[src/rtl/mem_arbiter_pkg.sv]
// Shared types for the cpu memory arbiter (package mem_pkg).
// Supplies the codebase `WORD width when no other file has defined it.
`ifndef WORD
`define WORD 32
`endif

package mem_pkg;

  typedef enum logic {
    IDLE,
    WAIT
  } arb_state_t;

  localparam logic OWNER_IF = 1'b0;
  localparam logic OWNER_D  = 1'b1;

endpackage

[src/rtl/mem_arbiter_arb_pick.sv]
// Combinational two-way picker between fetch and data requests.
// Fixed data priority by default; round-robin on `last` when MEM_ARB_RR_EN is defined.
module arb_pick
  import mem_pkg::*;
(
  input  logic if_req,
  input  logic d_req,
`ifdef MEM_ARB_RR_EN
  input  logic last,
`endif
  output logic grant_if,
  output logic grant_d
);

  always_comb begin
`ifdef MEM_ARB_RR_EN
    // On contention the requester that did not win the previous grant goes first.
    grant_d = d_req && (!if_req || (last == OWNER_IF));
`else
    grant_d = d_req;
`endif
    grant_if = if_req && !grant_d;
  end

endmodule

[src/rtl/mem_arbiter.sv]
// Shares one single-ported, fixed-latency memory between cpu fetch and load/store.
// Optional macro MEM_ARB_RR_EN selects round-robin contention instead of data priority.
module mem_arbiter
  import mem_pkg::*;
#(
  parameter int unsigned LATENCY = 2,
  parameter int unsigned ADDR_W  = `WORD
) (
  input  logic               clk,
  input  logic               rst,
  input  logic               if_req,
  input  logic [ADDR_W-1:0]  if_addr,
  output logic               if_gnt,
  output logic               if_rvalid,
  output logic [`WORD-1:0]   if_rdata,
  input  logic               d_req,
  input  logic               d_we,
  input  logic [ADDR_W-1:0]  d_addr,
  input  logic [`WORD-1:0]   d_wdata,
  output logic               d_gnt,
  output logic               d_rvalid,
  output logic [`WORD-1:0]   d_rdata,
  output logic               mem_en,
  output logic               mem_we,
  output logic [ADDR_W-1:0]  mem_addr,
  output logic [`WORD-1:0]   mem_wdata,
  input  logic [`WORD-1:0]   mem_rdata,
  output logic               busy
);

  localparam logic [2:0] CNT_INIT = 3'(LATENCY - 1);

  arb_state_t state;
  logic [2:0] cnt;
  logic       owner;
  logic       rst_q;
  logic       grant_en;
  logic       pick_if;
  logic       pick_d;
  logic       done;
`ifdef MEM_ARB_RR_EN
  logic       last;
`endif

  arb_pick u_pick (
    .if_req   (if_req),
    .d_req    (d_req),
`ifdef MEM_ARB_RR_EN
    .last     (last),
`endif
    .grant_if (pick_if),
    .grant_d  (pick_d)
  );

  // rst_q holds grants off for the cycle after reset, so a request held
  // through reset is only accepted once the cpu side is out of reset too.
  assign grant_en = (state == IDLE) && !rst && !rst_q;
  assign busy     = (state == WAIT);

  always_comb begin
    if_gnt    = grant_en && pick_if;
    d_gnt     = grant_en && pick_d;
    mem_en    = if_gnt || d_gnt;
    mem_we    = d_gnt && d_we;
    mem_addr  = '0;
    mem_wdata = '0;
    if (d_gnt) begin
      mem_addr  = d_addr;
      mem_wdata = d_wdata;
    end else if (if_gnt) begin
      mem_addr  = if_addr;
    end
    // Response gated by rst so an in-flight access never reports completion.
    done      = (state == WAIT) && (cnt == '0) && !rst;
    if_rvalid = done && (owner == OWNER_IF);
    d_rvalid  = done && (owner == OWNER_D);
    if_rdata  = if_rvalid ? mem_rdata : '0;
    d_rdata   = d_rvalid  ? mem_rdata : '0;
  end

  always_ff @(posedge clk) begin
    if (rst) begin
      state <= IDLE;
      cnt   <= '0;
      owner <= OWNER_IF;
      rst_q <= 1'b1;
`ifdef MEM_ARB_RR_EN
      last  <= OWNER_IF;
`endif
    end else begin
      rst_q <= 1'b0;
      unique case (state)
        IDLE: begin
          if (mem_en) begin
            owner <= d_gnt ? OWNER_D : OWNER_IF;
            cnt   <= CNT_INIT;
            state <= WAIT;
`ifdef MEM_ARB_RR_EN
            last  <= d_gnt ? OWNER_D : OWNER_IF;
`endif
          end
        end
        WAIT: begin
          if (cnt == '0) state <= IDLE;
          else           cnt   <= cnt - 3'd1;
        end
        default: state <= IDLE;
      endcase
    end
  end

endmodule

[config.mk]
export PLATFORM = sky130hd
export DESIGN_NAME = mem_arbiter
export DESIGN_NICKNAME = d
export VERILOG_FILES = /design/src/rtl/mem_arbiter_pkg.sv /design/src/rtl/mem_arbiter_arb_pick.sv /design/src/rtl/mem_arbiter.sv
export SDC_FILE = /design/constraint.sdc
export NUM_CORES = 1
export LEC_CHECK = 0
export CORE_AREA = 2 2 103 105
export CTS_CLUSTER_DIAMETER = 30
export DETAILED_ROUTE_END_ITERATION = 6
export DIE_AREA = 0 0 105 107
export PLACE_DENSITY = 0.64
export SLEW_MARGIN = 40
export SYNTH_ARGS = -nofsm -noshare
export SYNTH_HDL_FRONTEND = slang
export SYNTH_SLANG_ARGS = --single-unit
[constraint.sdc]
create_clock -name clk -period 1.7 [get_ports clk]
set_clock_uncertainty 0.15 [all_clocks]
set_input_delay 0.34 -clock clk [delete_from_list [all_inputs] [get_ports clk]]
set_output_delay 0.34 -clock clk [all_outputs]
set_load 0.1 [all_outputs]
# Yosys cells after proc, flatten, opt, wreduce, memory -nomap -nowiden

Index checks and enable logic that the tools add are counted.

Memory bits (read-only): 0
RAM bits: 0
Flip-flop bits (word level): 6
Output and inout port bits: 135
Memories kept: 0
Latch bits: 0
Word-level logic and storage cells: 39

Order comparisons: 0
Bitwise logic cells: 2
Multiply operators: 0
Multiplexer cells: 13
Shift operators: 0
Eq/ne operators: 2
Reductions and logical operators: 17
$add $sub $neg: 1
Divide/modulo/power cells: 0

Operators by type and width:

| kind                | count |
|---|---|
| $mux 32             | 5 |
| $logic_and 1x1->1   | 10 |
| $mux 3              | 2 |
| $pmux 3 s2          | 1 |
| $mux 1              | 4 |
| $ne 2x2->1 const B  | 2 |
| $reduce_and 2->1    | 2 |
| $logic_not 1->1     | 3 |
| $logic_not 3->1     | 1 |
| $sub 3x1->3 const B | 1 |
| $not 1->1           | 2 |
| $pmux 1 s2          | 1 |
| $logic_or 1x1->1    | 1 |

# Longest topological paths before layout

Depth in word-level cells: 7
Mapped depth: 7
Depth with buffers taken out: 6

# Hierarchy

From an unflattened synthesis, not the netlist that was laid out.

Cell total of the unflattened synthesis: 182
Area, all modules: 1,340.0 um2

Modules (own cells, without submodules):

| module      | times used | area each (um2) | seq. area each (um2) | cells an instance |
|---|---|---|---|---|
| mem_arbiter | 1          | 1,318.8         | 120.1                | 180 |
| arb_pick    | 1          | 21.3            | 0.0                  | 2 |

# Least setup slack after synthesis

OpenSTA, ideal clock, no wires.

Path kind: flip-flop to output port
From: register state (netlist: busy)
To: output if_rdata[22]
Data required time: 1.210 ns
Buffers on the path: 1
Setup slack: -2.136 ns
Stages on the path, launching flop included: 5
Data arrival time: 3.346 ns
Cells stage by stage: dfxtp_1 nand2_1 nor3_2 clkbuf_1 and2_1

Cells in the longest elaborated chain, start to end: 4

RTL lines:

| element                        | line               | RTL |
|---|---|---|
| start, declared                | mem_arbiter.sv:33  | `arb_state_t state;` |
| start signal, assigned         | mem_arbiter.sv:83  | `state <= IDLE;` |
| start signal, assigned         | mem_arbiter.sv:97  | `state <= WAIT;` |
| start signal, assigned         | mem_arbiter.sv:104 | `if (cnt == '0) state <= IDLE;` |
| $logic_and 1x1->1 (2 in a row) | mem_arbiter.sv:74  | `done = (state == WAIT) && (cnt == '0) && !rst;` |
| $logic_and 1x1->1              | mem_arbiter.sv:75  | `if_rvalid = done && (owner == OWNER_IF);` |
| via if_rvalid                  | mem_arbiter.sv:14  | `output logic if_rvalid,` |
| $mux 32                        | mem_arbiter.sv:77  | `if_rdata = if_rvalid ? mem_rdata : '0;` |
| end, declared                  | mem_arbiter.sv:15  | `` output logic [`WORD-1:0] if_rdata, `` |

The timed path passes the listed nets, and every way through them passes these cells.

# Worst setup path after layout

From: register cnt[1]
To: output d_rdata[7]

Cells in the longest elaborated chain, start to end: 5

RTL lines:

| element                        | line               | RTL |
|---|---|---|
| start, declared                | mem_arbiter.sv:34  | `logic [2:0] cnt;` |
| start signal, assigned         | mem_arbiter.sv:105 | `else cnt <= cnt - 3'd1;` |
| $logic_not 3->1                | mem_arbiter.sv:74  |  |
| $logic_and 1x1->1 (2 in a row) | mem_arbiter.sv:74  |  |
| $logic_and 1x1->1              | mem_arbiter.sv:76  | `d_rvalid = done && (owner == OWNER_D);` |
| $mux 32                        | mem_arbiter.sv:78  | `d_rdata = d_rvalid ? mem_rdata : '0;` |
| end, declared                  | mem_arbiter.sv:22  | `` output logic [`WORD-1:0] d_rdata, `` |

Every way passes these cells.

==> flow_summary.json <==
{
  "vias": 2613,
  "yosys-top-cells-count": "and2_1, and3_1, a22o_1, clkbuf_1, buf_6",
  "cellLeakagePower_nw": 2.88,
  "worstMarginPinSlew_ns": 0.227,
  "yosysSeqAreaShare_pct": 9.09,
  "fp.dieH_um": 107,
  "io_buffers": 267,
  "cp_max_fo": 8,
  "nets": 617,
  "period_minus_slack_ns": 2.26,
  "dp_slack_ns": -0.652,
  "syn_avg_cell_area_um2": 7.38,
  "htreeDepth": 1,
  "clk_path_buf_depth": 2,
  "syn_inst": 179,
  "grt.total_usage_pct": 18.5,
  "worst_slack_ns": -0.556,
  "final_max_slew_viol_count": 0,
  "antenna_found_initial": 1,
  "nFillCells": 742,
  "maxCapViolations": 0,
  "synthesis.area_um2": 1320,
  "synth_edf_count": 0,
  "tns_ns": -59.59,
  "die_w_um": 105,
  "synth_top_cell_area_share_pct": 30.8,
  "dp.cells": 582,
  "yosys-top-cells-area": "and2_1, a22o_1, and3_1, dfxtp_1, buf_6",
  "synth_async_sr_flop_share_pct": 0,
  "grt_first_pass_wirelength_mm": 16.4,
  "crit_path_end_kind": "output pin",
  "wl_per_cell_um": 18.3,
  "clock_sinks": 6,
  "grt-ovfl-total": 0,
  "power_density_nw_per_um2": 289,
  "grt_pass1_vias": 2836,
  "final_layout_size_suffix_gt1_share_pct": 69.4,
  "yosys.cell_types.count": 22,
  "status": "finished, violations left",
  "final_cells": 618,
  "io_pins": 268,
  "drc": 0,
  "fmax_ghz": 0.443,
  "hpwl_mm": 8.47,
  "dieArea_um2": 11200,
  "ff2ff_setup_slack_ns": 0.13,
  "vias_per_cell": 4.23,
  "yosys_warnings": 0,
  "drt_iter0_markers": 53,
  "initial_core_util_pct": 13.1,
  "cp.required_ns": 1.21,
  "fp.coreArea_um2": 10100,
  "min_path_type": "reg -> reg",
  "ant_nets": 0,
  "failed_checks": "negative setup slack",
  "power_mw": 2.00,
  "dr.pass1.iters": 4,
  "syn-num-nets": 314,
  "finalCritPeriodShare_pct": 133,
  "holdBufCountCts": 0,
  "slew_headroom_pct": 84.9,
  "drt-total-wl_mm": 11.3,
  "ir_drop_mv": 0.182,
  "clkLatencyLatePin_ns": 0.22,
  "setup_violations": 134,
  "path_clk_slew_ns": 0.03,
  "synth_top_area_cell": "and2_1",
  "hold_ws_ns": 0.361,
  "rsz0062_at_grt": "true",
  "syn_to_final_growth_pct": 422,
  "ys_seq_elements": 6,
  "grt_max_degree": 24,
  "cts-root-buf": "clkbuf_8",
  "synth_most_common_cell": "and2_1",
  "synth_flop_cell": "dfxtp_1",
  "final-hold-violation-count": 0,
  "fp-row-count": 37,
  "cts_buffers": 3,
  "start_kind": "register",
  "tritoncts": "done",
  "globalplace.congestion": 0.740,
  "crit_type": "reg -> out",
  "critPathArrivalTime_ns": 1.77
}
==> worst max-delay path, stage by stage (launching register included) <==
cell and delay [ns]:
dfxtp_2 0.31, inv_2 0.06, ha_4 0.14, ha_4 0.14, nand2_4 0.06, nor3b_4 0.19, buf_6 0.17, clkbuf_16 0.16
and2_4 0.15, buf_12 0.16
==> where the power goes <==
| group | total (mW) | switching (mW) | internal, mW |
|---|---|---|---|
| logic | 1.62 | 0.830 | 0.788 |
| clock network | 0.223 | 0.0620 | 0.161 |
| registers | 0.155 | 0.00628 | 0.149 |
==> metrics by stage <==
stage               util, %  cell area, um^2
finish                 68.3             6900
global route           68.3             6900
CTS                    67.5             6810
detailed placement     61.7             6220
global placement       61.7             6220
floorplan                 -             2030
==> logic make-up (layout without fill, tap and decap cells) <==
family          count (synthesis)  after routing  share of synthesized area (%)
simple gates                  107            107                           52.4
compound gates                 38             38                           24.2
buf+inv                        25            327                           11.7
flops                           6              6                           9.09
fa+ha+maj                       2              2                           1.89
xor+xnor                        1              1                          0.663
other cells                     0              1                              0
==> routing by layer <==
| layer | vias to the layer above | track usage [%] | part of all wire (%) | wire length, um |
|---|---|---|---|---|
| li1 | 1248 | - | - | - |
| met5 | - | 0 | 0 | 0 |
| met2 | 156 | 37.2 | 56 | 6350 |
| met3 | 2 | 4.80 | 7.4 | 834 |
| met1 | 1207 | 19.8 | 36 | 4090 |
| met4 | 0 | 1.71 | 0.30 | 34 |
==> path summary, 6_finish.rpt <==
path,from,cells past startpoint,endpoint
max reg2reg,busy,8,cnt[2]
min reg2reg,cnt[2],2,cnt[2]
max,cnt[1],9,d_rdata[7]
min,cnt[2],2,cnt[2]
==> cell usage in the layout, fill, tap and decap left out, drive strengths merged <==
cell           count
nor3               2
o21ai              1
and3              33
ha                 2
and2              65
nor3b              1
a22o              32
dlygate4sd2        2
a21oi              2
clkdlybuf4s15      1
clkbuf             9
xnor2              1
nand3b             2
nand2b             2
and3b              1
diode              1
clkdlybuf4s50    129
o32ai              2
dfxtp              6
inv                4
buf              182
o21bai             1
nand2              1
==> registers in the layout (all words and copies together), names as in the netlist <==
register / cells
rst_q: 1
busy: 1
owner: 1
cnt: 3
==> repair_timing <==
item / in CTS / in global routing
buffers inserted: 20 / 6
setup endpoints to repair: 138 / 134
pin swaps: 18 / 29
gates resized for setup: 38 / 22
gates cloned: 9 / 6
==> final cells by class <==
| cell class | count | area, um^2 | share of cell area [%] |
|---|---|---|---|
| multi-input cells | 148 | 1700 | 24.7 |
| inverters | 4 | 15.0 | 0.218 |
| repair buffers | 319 | 4830 | 70.1 |
| diodes | 1 | 2.50 | 0.0363 |
| clock buffers | 4 | 45.0 | 0.653 |
| flip-flops and latches | 6 | 126 | 1.83 |
| well taps | 136 | 170 | 2.47 |
Power figures use the tool's default switching activity.
==> RTL change 1: new RTL, config.mk and constraints unchanged <==
Change the macro `WORD` from 32 to 16.
--- a/src/rtl/mem_arbiter_pkg.sv
+++ b/src/rtl/mem_arbiter_pkg.sv
@@ -2,5 +2,5 @@
 // Supplies the codebase `WORD width when no other file has defined it.
 `ifndef WORD
-`define WORD 32
+`define WORD 16
 `endif
 
Ports: changed (8 resized); port bits go from 268 to 140. The function was not compared with the original's and may differ.
==> RTL change 1 against the original RTL <==
Routed wire length shrank 55%. Sequential cell count is the same. Die area is the same. Worst setup slack gained 83 ps. The flow still finishes with violations (setup timing). Fmax grew 3.8%. Area after synthesis shrank 37%. Core utilization shrank 30 points. Sequential share of layout area grew 1.4 points. Final area shrank 44%. Critical path depth is the same. Power shrank 37%.
==> RTL change 1: results (changes against the original RTL) <==
slew_headroom: 0.8174  # was 0.8486
ir_drop_uv: 207.2  # was 182.3 uV
hp-start: "cnt[1]"  # was cnt[2]
grt_pass1_wl_um: 8169  # was 16400 um
stdcell_count: 406  # was 618
placed_cell_area_um2: 3453  # was 6223 um2
reg2reg_to: "busy"  # was cnt[2]
firstDrtPassIters: 2  # was 4
antenna_cells: 0  # was 1
met2_length_um: 2668  # was 6350 um
use_met2: 0.1684  # was 0.3724
crit_end: "d_rdata[6]"  # was d_rdata[7]
dpl.hpwl_um: 4196  # was 8465 um
setup_ws_ps: -473.0  # was -555.7 ps
switching_power_mw: 0.5181  # was 0.8985 mW
cts_setup_buffers: 9  # was 20
whs_endpoint: "cnt[1]"  # was cnt[2]
clock_power_share: 0.179  # was 0.112
dr_wl_met3_um: 462  # was 834 um
outcome: "finished, violations left"  # unchanged
synthTopCellsByArea: "and2_1 (25%), dfxtp_1 (14%), and3_1 (13%)"  # was and2_1 (31%), a22o_1 (21%), and3_1 (16%)
reg2reg_slack_ps: 80  # was 130 ps
vias: 1460  # was 2613
violations: "setup timing"  # unchanged
ys_types: 24  # was 22
setup_violations: 70  # was 134
grt_pass1_vias: 1566  # was 2836
netSwitchingFraction: 0.4142  # was 0.4502
place_ws_ps: -575.8  # was -652.3 ps
grt_max_degree: 19  # was 24
syn_inst: 105  # was 179
power.leakage_nw: 1.580  # was 2.879 nW
io_buffers: 139  # was 267
worst-endpoint-arrival_ps: 1680  # was 1770 ps
nNetsFinal: 342  # was 617
drive_gt1_frac: 0.6963  # was 0.6944
[RTL change 1: changes by cell type after synthesis]
cell,change
buf_12,+1
a22o_1,-24
buf_6,-4
clkbuf_1,-8
a22o_2,+8
buf_2,+2
nor3_2,-1
buf_4,-1
and2_1,-32
nor3_1,+1
and3_1,-16
[RTL change 1: kinds of logic after synthesis]
| family | share of synthesized area |
|---|---|
| buffers and inverters | 0.1231 |
| xor gates and xnor gates | 0.01051 |
| AOI/OAI and AO/OA | 0.2282 |
| adders and majority gates | 0.03003 |
| DFF | 0.1441 |
| and+or+nand+nor | 0.4640 |
[RTL change 1: area by class of cell]
cell class	count	area (um2)	share of cell area
Multi-Input combinational cell	84	974.7	0.2524
Sequential cell	6	126.4	0.03273
Timing Repair Buffer	172	2527	0.6546
Tap cell	136	170.2	0.04407
Inverter	4	17.52	0.004537
Clock buffer	4	45.04	0.01167
==> RTL change 2: new RTL, same flow settings <==
Made on the original files. Make the reset (`rst`) asynchronous in one clocked block.
--- a/src/rtl/mem_arbiter.sv
+++ b/src/rtl/mem_arbiter.sv
@@ -79,5 +79,5 @@
   end
 
-  always_ff @(posedge clk) begin
+  always_ff @(posedge clk or posedge rst) begin
     if (rst) begin
       state <= IDLE;
Function: differs if rst is asserted again (counterexample within 4 cycles, from zero or initial values and one cycle with rst high); with rst held inactive, the same outputs for 10 cycles.
==> RTL change 2 against the original RTL <==
The run still ends with setup timing left. Fmax down 4.0%. Area after synthesis down 1.8%. Final area up 1.4%. Routed wire length up 1.7%. Die area unchanged. Sequential cell count unchanged. Worst setup slack worse by 95 ps. Via count up 1.4%. Largest cell class unchanged.
Power is not compared: it rests on default switching activity, and its combinational part moved more than twofold at a synthesized area within 25%.
==> RTL change 2: results (changes against the original RTL) <==
reg2reg_slack_ps: -110  # was 130 ps
cpPeakStageDelay_ps: 380  # was 310 ps
placed_cell_area_um2: 6196  # was 6223 um2
dpl.hpwl_um: 8475  # was 8465 um
timing.rr.start: "busy"  # unchanged
reg2reg_to: "cnt[1]"  # was cnt[2]
drive_gt1_frac: 0.6992  # was 0.6944
synth_nets: 315  # was 314
grt_usage: 0.2015  # was 0.1849
hold_class: "in -> async"  # was reg -> reg
worstSkewPairLatency_ps: 240  # was 220 ps
violations: "setup timing"  # unchanged
placed_cells: 581  # was 582
fill_cells: 738  # was 742
crit_slowest_cell: "dfrtp_1"  # was dfxtp_2
outcome: "finished, violations left"  # unchanged
firstDrtPassIters: 3  # was 4
worst-endpoint-arrival_ps: 1860  # was 1770 ps
detail_route.vias_per_cell: 4.288  # was 4.228
grt_max_degree: 35  # was 24
setup_ws_ps: -650.7  # was -555.7 ps
grt_pass1_wl_um: 17510  # was 16400 um
setup_violations: 136  # was 134
synth_flop_cell: "dfrtp_1"  # was dfxtp_1
grt_pass1_vias: 3062  # was 2836
routed_wl_um: 11500  # was 11310 um
ys_seq_area_frac: 0.1167  # was 0.09091
use_met2: 0.4137  # was 0.3724
synthTopCellsByArea: "and2_1 (31%), a22o_1 (22%), and3_1 (16%)"  # was and2_1 (31%), a22o_1 (21%), and3_1 (16%)
drt-initial-drc-count: 49  # was 53
vias: 2650  # was 2613
antenna_cells: 0  # was 1
place_ws_ps: -682.0  # was -652.3 ps
grtUsageMet1: 0.1947  # was 0.1981
ys_types: 21  # was 22
grt_use_met3: 0.06018  # was 0.04802
largest_reg_flops: 3  # unchanged
syn_inst: 180  # was 179
critPathMaxFanout: 4  # was 8
fin_hold_ws_ps: 204.7  # was 360.6 ps
synthTopCellsByCount: "and2_1 (65), and3_1 (33), a22o_1 (32), clkbuf_1 (12), nand2_1 (6)"  # was and2_1 (65), and3_1 (33), a22o_1 (32), clkbuf_1 (11), buf_6 (7)
r2r_cells: 10  # was 8
tns_ps: -77200  # was -59590 ps
-- RTL change 2: cell count changes in the layout (fill, tap and decap cells not counted), sizes merged, moves of 2 or more --
cell / unedited run / this run
dfrtp: 0 / 5
clkbuf: 9 / 5
a21oi: 2 / 0
o32ai: 2 / 0
o22ai: 0 / 2
nand2: 1 / 6
dfxtp: 6 / 0
nand3b: 2 / 0
buf: 182 / 185
-- RTL change 2: worst max path at each step --
stage                         endpoint  slack (ps)    from  depth (start not counted)
after floorplan           mem_addr[23]        -570    busy                          5
after global placement          mem_en        -710     rst                          6
after detailed placement        mem_en        -680     rst                          6
after CTS                  d_rdata[22]        -690  cnt[1]                          9
after global routing        d_rdata[1]        -740  cnt[1]                          9
final                       d_rdata[1]        -650  cnt[1]                          9
-- RTL change 2: worst reg2reg max path: stages (launching register included) --
cell and delay, ps:
dfrtp_4 480, nor3_4 220, buf_6 130, buf_8 100
buf_12 100, buf_12 100, buf_16 110, o21ai_4 60
inv_2 90, buf_6 100, o22ai_2 50
-- RTL change 2: cells by family after synthesis --
group,Yosys count,share of synthesized area
flops,6,0.1167
buf+inv,25,0.08775
simple gates,109,0.5313
xor+xnor,1,0.006751
compound gates,36,0.2353
other cells,1,0.002890
fa+ha+maj,2,0.01928
-- RTL change 2: timing repair --
action                     4_1_cts  5_1_grt
setup endpoints to repair      139      139
gates resized for setup         58       15
hold endpoints to repair         0        0
gates cloned                    16        1
setup buffers                   22        6
pin swaps                       40       17
-- RTL change 2: area by class of cell --
type / count / area [um2] / area share
timing repair buffer: 318 / 4882 / 0.6985
multi-input combinational: 149 / 1718 / 0.2458
clock buffer: 4 / 45.04 / 0.006445
tap: 136 / 170.2 / 0.02435
inverter: 5 / 18.77 / 0.002685
sequential: 6 / 155.1 / 0.02220
-- RTL change 2: metal layers --
metal	vias to the layer above	part of all wire
met1	1239	0.32
met5	-	0
li1	1242	-
met2	158	0.58
met4	0	0.013
met3	11	0.086
-- RTL change 2: power groups by stage --
stage | Sequential, mW | Clock (mW) | Combinational [mW]
2_1_floorplan | 0.340 | 0 | 1.92
5_1_grt | 0.262 | 0.251 | 4.05
3_3_place_gp | 0.252 | 0 | 3.34
6_report | 0.255 | 0.241 | 3.92
4_1_cts | 0.255 | 0.243 | 3.95
3_5_place_dp | 0.254 | 0 | 3.38
